<file path="src/rtl/cmd_parser_pkg.sv">
// Shared types and constants for the ASCII "M<hex>CRLF" command parser.
// The optional error counter is enabled with CMD_PARSER_ERR_COUNT_EN.
package cmd_parser_pkg;

  localparam int ADDR_WIDTH = 16;
  localparam int DATA_WIDTH = 16;

  localparam logic [7:0] CHAR_M  = 8'h4D;
  localparam logic [7:0] CHAR_CR = 8'h0D;
  localparam logic [7:0] CHAR_LF = 8'h0A;

  localparam logic [3:0] READ_DIGITS  = 4'd4;
  localparam logic [3:0] WRITE_DIGITS = 4'd8;

  typedef enum logic [1:0] {
    IDLE      = 2'd0,
    BODY      = 2'd1,
    EXPECT_LF = 2'd2
  } state_e;

endpackage

</file>
<file path="src/rtl/cmd_parser_hex_digit_decode.sv">
// Combinational ASCII hex digit decoder: '0'-'9', 'A'-'F', 'a'-'f' -> nibble.
module hex_digit_decode (
  input  logic [7:0] ascii_i,
  output logic [3:0] nib_o,
  output logic       is_hex_o
);

  always_comb begin
    nib_o    = 4'd0;
    is_hex_o = 1'b0;
    if (ascii_i >= 8'h30 && ascii_i <= 8'h39) begin
      nib_o    = ascii_i[3:0];
      is_hex_o = 1'b1;
    end else if ((ascii_i >= 8'h41 && ascii_i <= 8'h46) ||
                 (ascii_i >= 8'h61 && ascii_i <= 8'h66)) begin
      // 'A'/'a' have low nibble 1, so adding 9 yields 10..15
      nib_o    = ascii_i[3:0] + 4'd9;
      is_hex_o = 1'b1;
    end
  end

endmodule

</file>
<file path="src/rtl/cmd_parser.sv">
// Byte-stream decoder turning "M"+4 hex (read) or "M"+8 hex (write) + CRLF into bus requests.
// Define CMD_PARSER_ERR_COUNT_EN to add a saturating 16-bit err_count_o port.
module cmd_parser
  import cmd_parser_pkg::*;
(
  input  logic                  clk,
  input  logic                  rst,
  input  logic [7:0]            rx_data,
  input  logic                  rx_valid,
  output logic [ADDR_WIDTH-1:0] addr_o,
  output logic [DATA_WIDTH-1:0] wdata_o,
  output logic                  rw_o,
  output logic                  valid_o,
`ifdef CMD_PARSER_ERR_COUNT_EN
  output logic [15:0]           err_count_o,
`endif
  output logic                  err_o
);

  state_e                  state_q;
  logic [3:0]              cnt_q;
  logic [31:0]             buf_q;
  logic [ADDR_WIDTH-1:0]   addr_q;
  logic [DATA_WIDTH-1:0]   wdata_q;
  logic                    rw_q;
  logic                    valid_q;
  logic                    err_q;

  logic [3:0]              nib_d;
  logic                    is_hex_d;

  hex_digit_decode u_hex (
    .ascii_i  (rx_data),
    .nib_o    (nib_d),
    .is_hex_o (is_hex_d)
  );

  always_ff @(posedge clk) begin
    if (rst) begin
      state_q <= IDLE;
      cnt_q   <= 4'd0;
      buf_q   <= 32'd0;
      addr_q  <= '0;
      wdata_q <= '0;
      rw_q    <= 1'b0;
      valid_q <= 1'b0;
      err_q   <= 1'b0;
    end else begin
      valid_q <= 1'b0;
      err_q   <= 1'b0;
      if (rx_valid) begin
        unique case (state_q)
          IDLE: begin
            if (rx_data == CHAR_M) begin
              state_q <= BODY;
              cnt_q   <= 4'd0;
              buf_q   <= 32'd0;
            end
          end
          BODY: begin
            if (rx_data == CHAR_M) begin
              cnt_q <= 4'd0;
              buf_q <= 32'd0;
            end else if (is_hex_d) begin
              if (cnt_q < WRITE_DIGITS) begin
                buf_q <= {buf_q[27:0], nib_d};
                cnt_q <= cnt_q + 4'd1;
              end else begin
                err_q   <= 1'b1;
                state_q <= IDLE;
              end
            end else if (rx_data == CHAR_CR &&
                         (cnt_q == READ_DIGITS || cnt_q == WRITE_DIGITS)) begin
              state_q <= EXPECT_LF;
            end else begin
              err_q   <= 1'b1;
              state_q <= IDLE;
            end
          end
          EXPECT_LF: begin
            if (rx_data == CHAR_LF) begin
              valid_q <= 1'b1;
              state_q <= IDLE;
              if (cnt_q == WRITE_DIGITS) begin
                rw_q    <= 1'b1;
                addr_q  <= buf_q[31:16];
                wdata_q <= buf_q[15:0];
              end else begin
                rw_q    <= 1'b0;
                addr_q  <= buf_q[15:0];
                wdata_q <= '0;
              end
            end else if (rx_data == CHAR_M) begin
              // A fresh 'M' still faults the pending frame but starts the next one
              err_q   <= 1'b1;
              state_q <= BODY;
              cnt_q   <= 4'd0;
              buf_q   <= 32'd0;
            end else begin
              err_q   <= 1'b1;
              state_q <= IDLE;
            end
          end
          default: state_q <= IDLE;
        endcase
      end
    end
  end

  assign addr_o  = addr_q;
  assign wdata_o = wdata_q;
  assign rw_o    = rw_q;
  assign valid_o = valid_q;
  assign err_o   = err_q;

`ifdef CMD_PARSER_ERR_COUNT_EN
  logic [15:0] err_cnt_q;

  always_ff @(posedge clk) begin
    if (rst) begin
      err_cnt_q <= 16'd0;
    end else if (err_q && err_cnt_q != 16'hFFFF) begin
      err_cnt_q <= err_cnt_q + 16'd1;
    end
  end

  assign err_count_o = err_cnt_q;
`endif

endmodule

</file>
<file path="config.mk">
export PLATFORM = sky130hd
export DESIGN_NAME = cmd_parser
export DESIGN_NICKNAME = d
export VERILOG_FILES = /design/src/rtl/cmd_parser_pkg.sv /design/src/rtl/cmd_parser_hex_digit_decode.sv /design/src/rtl/cmd_parser.sv
export SDC_FILE = /design/constraint.sdc
export NUM_CORES = 1
export LEC_CHECK = 0
export ABC_AREA = 1
export CORE_UTILIZATION = 40
export CTS_CLUSTER_DIAMETER = 60
export DETAILED_ROUTE_END_ITERATION = 10
export PLACE_DENSITY = 0.7
export REMOVE_ABC_BUFFERS = 1
export SLEW_MARGIN = 20
export SYNTH_ARGS = -nofsm -noshare
export SYNTH_HDL_FRONTEND = slang
export SYNTH_SLANG_ARGS = --single-unit
export TNS_END_PERCENT = 100
</file>
<file path="constraint.sdc">
create_clock -name clk -period 3.51 [get_ports clk]
set_input_delay 0.702 -clock clk [delete_from_list [all_inputs] [get_ports clk]]
set_output_delay 0.702 -clock clk [all_outputs]
set_load 0.005 [all_outputs]
</file>
---- Word level (Yosys, flattened, before mapping) ----
Index checks and enable logic that the tools add are counted.
storage, ports and cells
  register bits after elaboration ......... 73
  input bits .............................. 11
operators by class
  add/subtract/negate cells ............... 2
  order comparisons ....................... 7
  eq/ne operators ......................... 13
  mux-type cells .......................... 34
  bitwise operators ....................... 2
  reduce and logical (&&, ||, !) cells .... 13
operator list
  cell                                                                count
  2-to-1 mux 32 bit                                                   5
  case mux 32 bit (3 select lines)                                    1
  2-to-1 mux 16 bit                                                   2
  2-to-1 mux 4 bit                                                    7
  == test 8 x 4 -> 1 bit (second input constant)                      2
  greater-or-equal comparator 8 x 7 -> 1 bit (second input constant)  2
  <= comparator 8 x 7 -> 1 bit (second input constant)                2
  case mux 4 bit (3 select lines)                                     1
  2-to-1 mux 1 bit                                                    11
  2-to-1 mux 2 bit                                                    5
  inequality test 3 bit (second input constant)                       3
  == test 8 x 7 -> 1 bit (second input constant)                      1
  greater-or-equal comparator 8 x 6 -> 1 bit (second input constant)  1
  <= comparator 8 x 6 -> 1 bit (second input constant)                1
  inequality test 2 bit (second input constant)                       3
  case mux 2 bit (3 select lines)                                     1
  AND reduction 5 bit                                                 1
  adder 4 x 1 -> 4 bit (second input constant)                        1
  adder 4 bit (second input constant)                                 1
  == test 4 x 3 -> 1 bit (second input constant)                      1
  == test 4 bit (second input constant)                               1
  logical AND 1 bit                                                   4
  < comparator 4 bit (second input constant)                          1
  AND reduction 4 bit                                                 1
  other kinds (10)                                                    12

---- Depth between registers and ports, before layout ----
  word-level depth ........................ 9
  depth in mapped cells ................... 12
  gate-level depth less buffers ........... 12

---- Hierarchy ----
From an unflattened synthesis, not the netlist that was laid out.
second synthesis, totals
  cell total of the unflattened synthesis .. 524
  area, all modules ....................... 3584.7 um^2
by module, submodules not included
  module            times used  cells an instance  area an instance (um^2)
  cmd_parser        1           491                3409.5
  hex_digit_decode  1           33                 175.2

---- Worst setup path before layout ----
Ideal clock, no wire load.
  path kind ............................... input port to flip-flop
  from .................................... in rx_data[1]
  to ...................................... reg buf_q[26]
  arrival time ............................ 1.903 ns
  data required time ...................... 3.397 ns
  setup slack ............................. 1.495 ns
  stages on the path ...................... 12
  path buffers ............................ 1
  path through ............................ inv_1 -> ha_1 -> inv_1 -> nor2_4 -> nand2_1 -> nand2_1 -> nand3_1 -> a21oi_4 -> buf_2 -> nand2_1 -> nand2_1 -> nor2_1
between the ends
  word-level cells in the longest chain between the ends .. 7
  elaborated cells on any way between the ends .. 22
  those cells by class .................... 6 x order compare; 5 x eq/ne; 6 x mux; 5 x reduce/logical
ends and longest elaborated chain
  what                                                                      RTL line                                                              RTL
  start: declaration                                                        cmd_parser.sv:8                                                       input logic [7:0] rx_data,
  greater-or-equal comparator 8 x 7 -> 1 bit, or another cell as far along  cmd_parser_hex_digit_decode.sv:14                                     end else if ((ascii_i >= 8'h41 && ascii_i <= 8'h46) ||
  logical AND 1 bit (on tied branches)                                      cmd_parser_hex_digit_decode.sv:14, cmd_parser_hex_digit_decode.sv:15
  logical OR 1 bit                                                          cmd_parser_hex_digit_decode.sv:14
  2-to-1 mux 1 bit                                                          cmd_parser_hex_digit_decode.sv:14
  2-to-1 mux 1 bit                                                          cmd_parser_hex_digit_decode.sv:11                                     if (ascii_i >= 8'h30 && ascii_i <= 8'h39) begin
  inequality test 3 bit (no line)                                           n/a
  AND reduction 5 bit (no line)                                             n/a
  end signal: assignment                                                    cmd_parser.sv:66                                                      buf_q <= {buf_q[27:0], nib_d};
  end: declaration                                                          cmd_parser.sv:22                                                      logic [31:0] buf_q;
Parallel ways exist; a longest one is shown, timed or not. The select of a mux whose other input is x is not followed.
A chain may end at the register's enable or synchronous reset.

---- Worst setup path in the final report ----
  from .................................... in rx_data[0]
  to ...................................... reg cnt_q[0]
between the ends
  word-level cells in the longest chain between the ends .. 7
  elaborated cells on any way between the ends .. 22
  those cells by class .................... 6 x order compare; 5 x eq/ne; 6 x mux; 5 x reduce/logical
ends and longest elaborated chain
  what                                                                      RTL line                                                              RTL
  greater-or-equal comparator 8 x 7 -> 1 bit, or another cell as far along  cmd_parser_hex_digit_decode.sv:14
  logical AND 1 bit (on tied branches)                                      cmd_parser_hex_digit_decode.sv:14, cmd_parser_hex_digit_decode.sv:15
  logical OR 1 bit                                                          cmd_parser_hex_digit_decode.sv:14
  2-to-1 mux 1 bit                                                          cmd_parser_hex_digit_decode.sv:14
  2-to-1 mux 1 bit                                                          cmd_parser_hex_digit_decode.sv:11
  inequality test 3 bit (no line)                                           n/a
  AND reduction 5 bit (no line)                                             n/a
  end signal: assignment                                                    cmd_parser.sv:67                                                      cnt_q <= cnt_q + 4'd1;
  end: declaration                                                          cmd_parser.sv:21                                                      logic [3:0] cnt_q;
Parallel ways exist; a longest one is shown, timed or not. The select of a mux whose other input is x is not followed.

==> reports/qor.yml <==
status: "completed"
grt_pass1_vias: 2994
drt-total-wl_um: 7873
worst_pin_slew_ps: 1063
clock.fmax_mhz: 394.6
die_h_um: 94.14
ir_drop_uv: 225.8
cts-root-buf: "clkbuf_8"
htreeDepth: 3
grt_start_max_net_pins: 69
cp.required_ps: 3750
hold_viol: 0
antenna_found_initial: 0
cts_resized: 0
clk_pin_slew_ps: 70
maxCapViolCount: 0
ys_top_cells_by_area: "dfxtp_1 (43%), nand2_1 (20%), nor2_1 (9.1%)"
finalClockSkew_ps: 9.419
critPathKind: "input pin to register"
drive_gt1_share_pct: 4.762
slew_headroom_pct: 29.06
syn_to_final_growth_pct: 20.97
fin_ws_ps: 975.9
yosysSeqAreaShare_pct: 43.04
numPortBuffers: 45
dieArea_sq_um: 8861
grt_pass1_wl_um: 13170
final_area_sq_um: 4108
r2r_setup_slack_ps: 1620
period_share_pct: 72.20
leakagePower_nw: 1.580
r2r-start: "cnt_q[0]$_SDFFE_PP0P_"
reg2reg_depth: 6
cts_setup_buffers: 0
chipWidth_um: 94.14
grt_usage_pct: 19.13
final-setup-viol-count: 0
globalplace.congestion: 0.9006
yosysMostFrequentCell: "nand2_1"
num_rows: 33
numCtsBuffers: 9
dpl_cell_area_sq_um: 3919
grt_remaining_overflow: 0
synth-edff-count: 0
clock_latency_ps: 350
cts_tree: "done"
cp_max_fo: 68
wire_per_inst_um: 12.09
synth-main-ff-cell: "dfxtp_1"
drcViolationCount: 0
ios: 46
yosys.area.top_type: "dfxtp_1"
yosysTopAreaCellShare_pct: 43.04
p_per_area_nw_per_um2: 419.0
netlist_area_sq_um: 3396
r2r_end: "wdata_o[13]$_SDFFE_PP0P_"
cp.arrival_ps: 2780
nFillCells: 818
rsz0062_at_grt: "false"
final_antenna_net_count: 0
ys_warn_count: 0
avgSynthCellArea_sq_um: 6.738
diodes: 0
ctsHoldBuffers: 0
synthArstFlopShare_pct: 0
wl_met2_um: 3608
drtPass1Iterations: 4
ys_top_cells_by_count: "nand2_1 (178), nor2_1 (82), dfxtp_1 (73)"
clockBufferDepth: 2
vias: 3209
place_hpwl_um: 4916
final_max_slew_viol_count: 0
post-route-min-period_ps: 2534
top_layer: "met4"
drt-vias-per-instance: 4.929
synth_cell_type_count: 24
final_util_pct: 49.99
clock-sinks: 73
min_to: "wdata_o[10]$_SDFFE_PP0P_"
finalSetupTns_ps: 0
min-delay-start: "wdata_o[10]$_SDFFE_PP0P_"
stdcell_count: 651
pre_cts_ws_ps: 667.2
dp.cells: 635
start_util_pct: 41.33
crit_start: "rx_data[0]"
endpoint_kind: "register"
whs_path_depth: 2
wl_met3_um: 295
drtIter0Drc: 187
yosys_register_bits: 73
met1_length_um: 3774
core_sq_um: 8217
hold_path_class: "register to register"
layout.nets: 562
synthCells: 504
startpoint_type: "input pin"
[where the power goes]
part | total, mW | switching [mW] | leakage (nW) | internal (mW)
sequential | 0.878 | 0.0239 | 0.590 | 0.854
combinational | 0.188 | 0.122 | 0.893 | 0.0664
clock | 0.655 | 0.308 | 0.0974 | 0.347
total | 1.72 | 0.454 | 1.58 | 1.27
[cells by family after synthesis]
| group | count (synthesis) | share of synthesized area [%] |
|---|---|---|
| flops | 73 | 43.04 |
| xor+xnor | 2 | 0.5159 |
| compound gates | 60 | 9.986 |
| fa+ha+maj | 10 | 3.685 |
| simple gates | 304 | 35.81 |
| buf+inv | 55 | 6.964 |
[metrics by stage]
| stage | total power [mW] | hold slack, ps |
|---|---|---|
| CTS | 1.730 | 468.4 |
| global route | 1.794 | 489.3 |
| global placement | 1.076 | 452.9 |
| detailed placement | 1.083 | 457.3 |
| finish | 1.721 | 466.0 |
| floorplan | 1.021 | 455.4 |
[metal layers]
layer	GRT usage [%]	vias up
li1	-	1669
met1	23.63	1444
met2	31.39	75
met3	3.317	21
met4	10.51	0
met5	0	-
[worst max path at each step]
stage	end	cells past startpoint
after CTS	buf_q[29]$_SDFFE_PP0P_	12
after global placement	buf_q[4]$_SDFFE_PP0P_	12
after floorplan	buf_q[0]$_SDFFE_PP0P_	9
final	cnt_q[0]$_SDFFE_PP0P_	13
after detailed placement	buf_q[29]$_SDFFE_PP0P_	12
after global routing	cnt_q[0]$_SDFFE_PP0P_	13
[registers in the layout (all words and copies together), names as in the netlist]
register,count
cnt_q,4
err_o,1
valid_o,1
state_q,2
addr_o,16
wdata_o,16
buf_q,32
rw_o,1
[critical path, stage by stage]
cell             delay (ps)
clkdlybuf4s50_1         490
inv_1                   150
ha_1                    190
nor2_1                   50
nand2_1                  90
nand3_1                 170
nand2_1                 140
nand2_1                 120
a21oi_4                 170
buf_12                  270
nand2_1                 100
nand2_1                  70
nor2_1                   40
[placed cells by master, fill, tap and decap left out, types with 16 or more instances in the layout]
master           Yosys  routed
dfxtp_1             73      73
nand2_1            178     178
a31oi_1             16      16
clkdlybuf4s50_1      0      45
a21oi_1             19      19
nand3_1             35      35
o21ai_0             21      21
inv_1               26      26
nor2_1              82      82
[area by class of cell]
type	instances	area (sq um)	share of cell area, %
Clock buffer	13	148.9	3.625
Multi-Input combinational cell	376	1698	41.33
Clock inverter	3	40.04	0.9747
Inverter	28	105.1	2.559
Tap cell	105	131.4	3.198
Sequential cell	73	1461	35.58
Timing Repair Buffer	53	523.0	12.73
(Power assumes the default switching activity.)
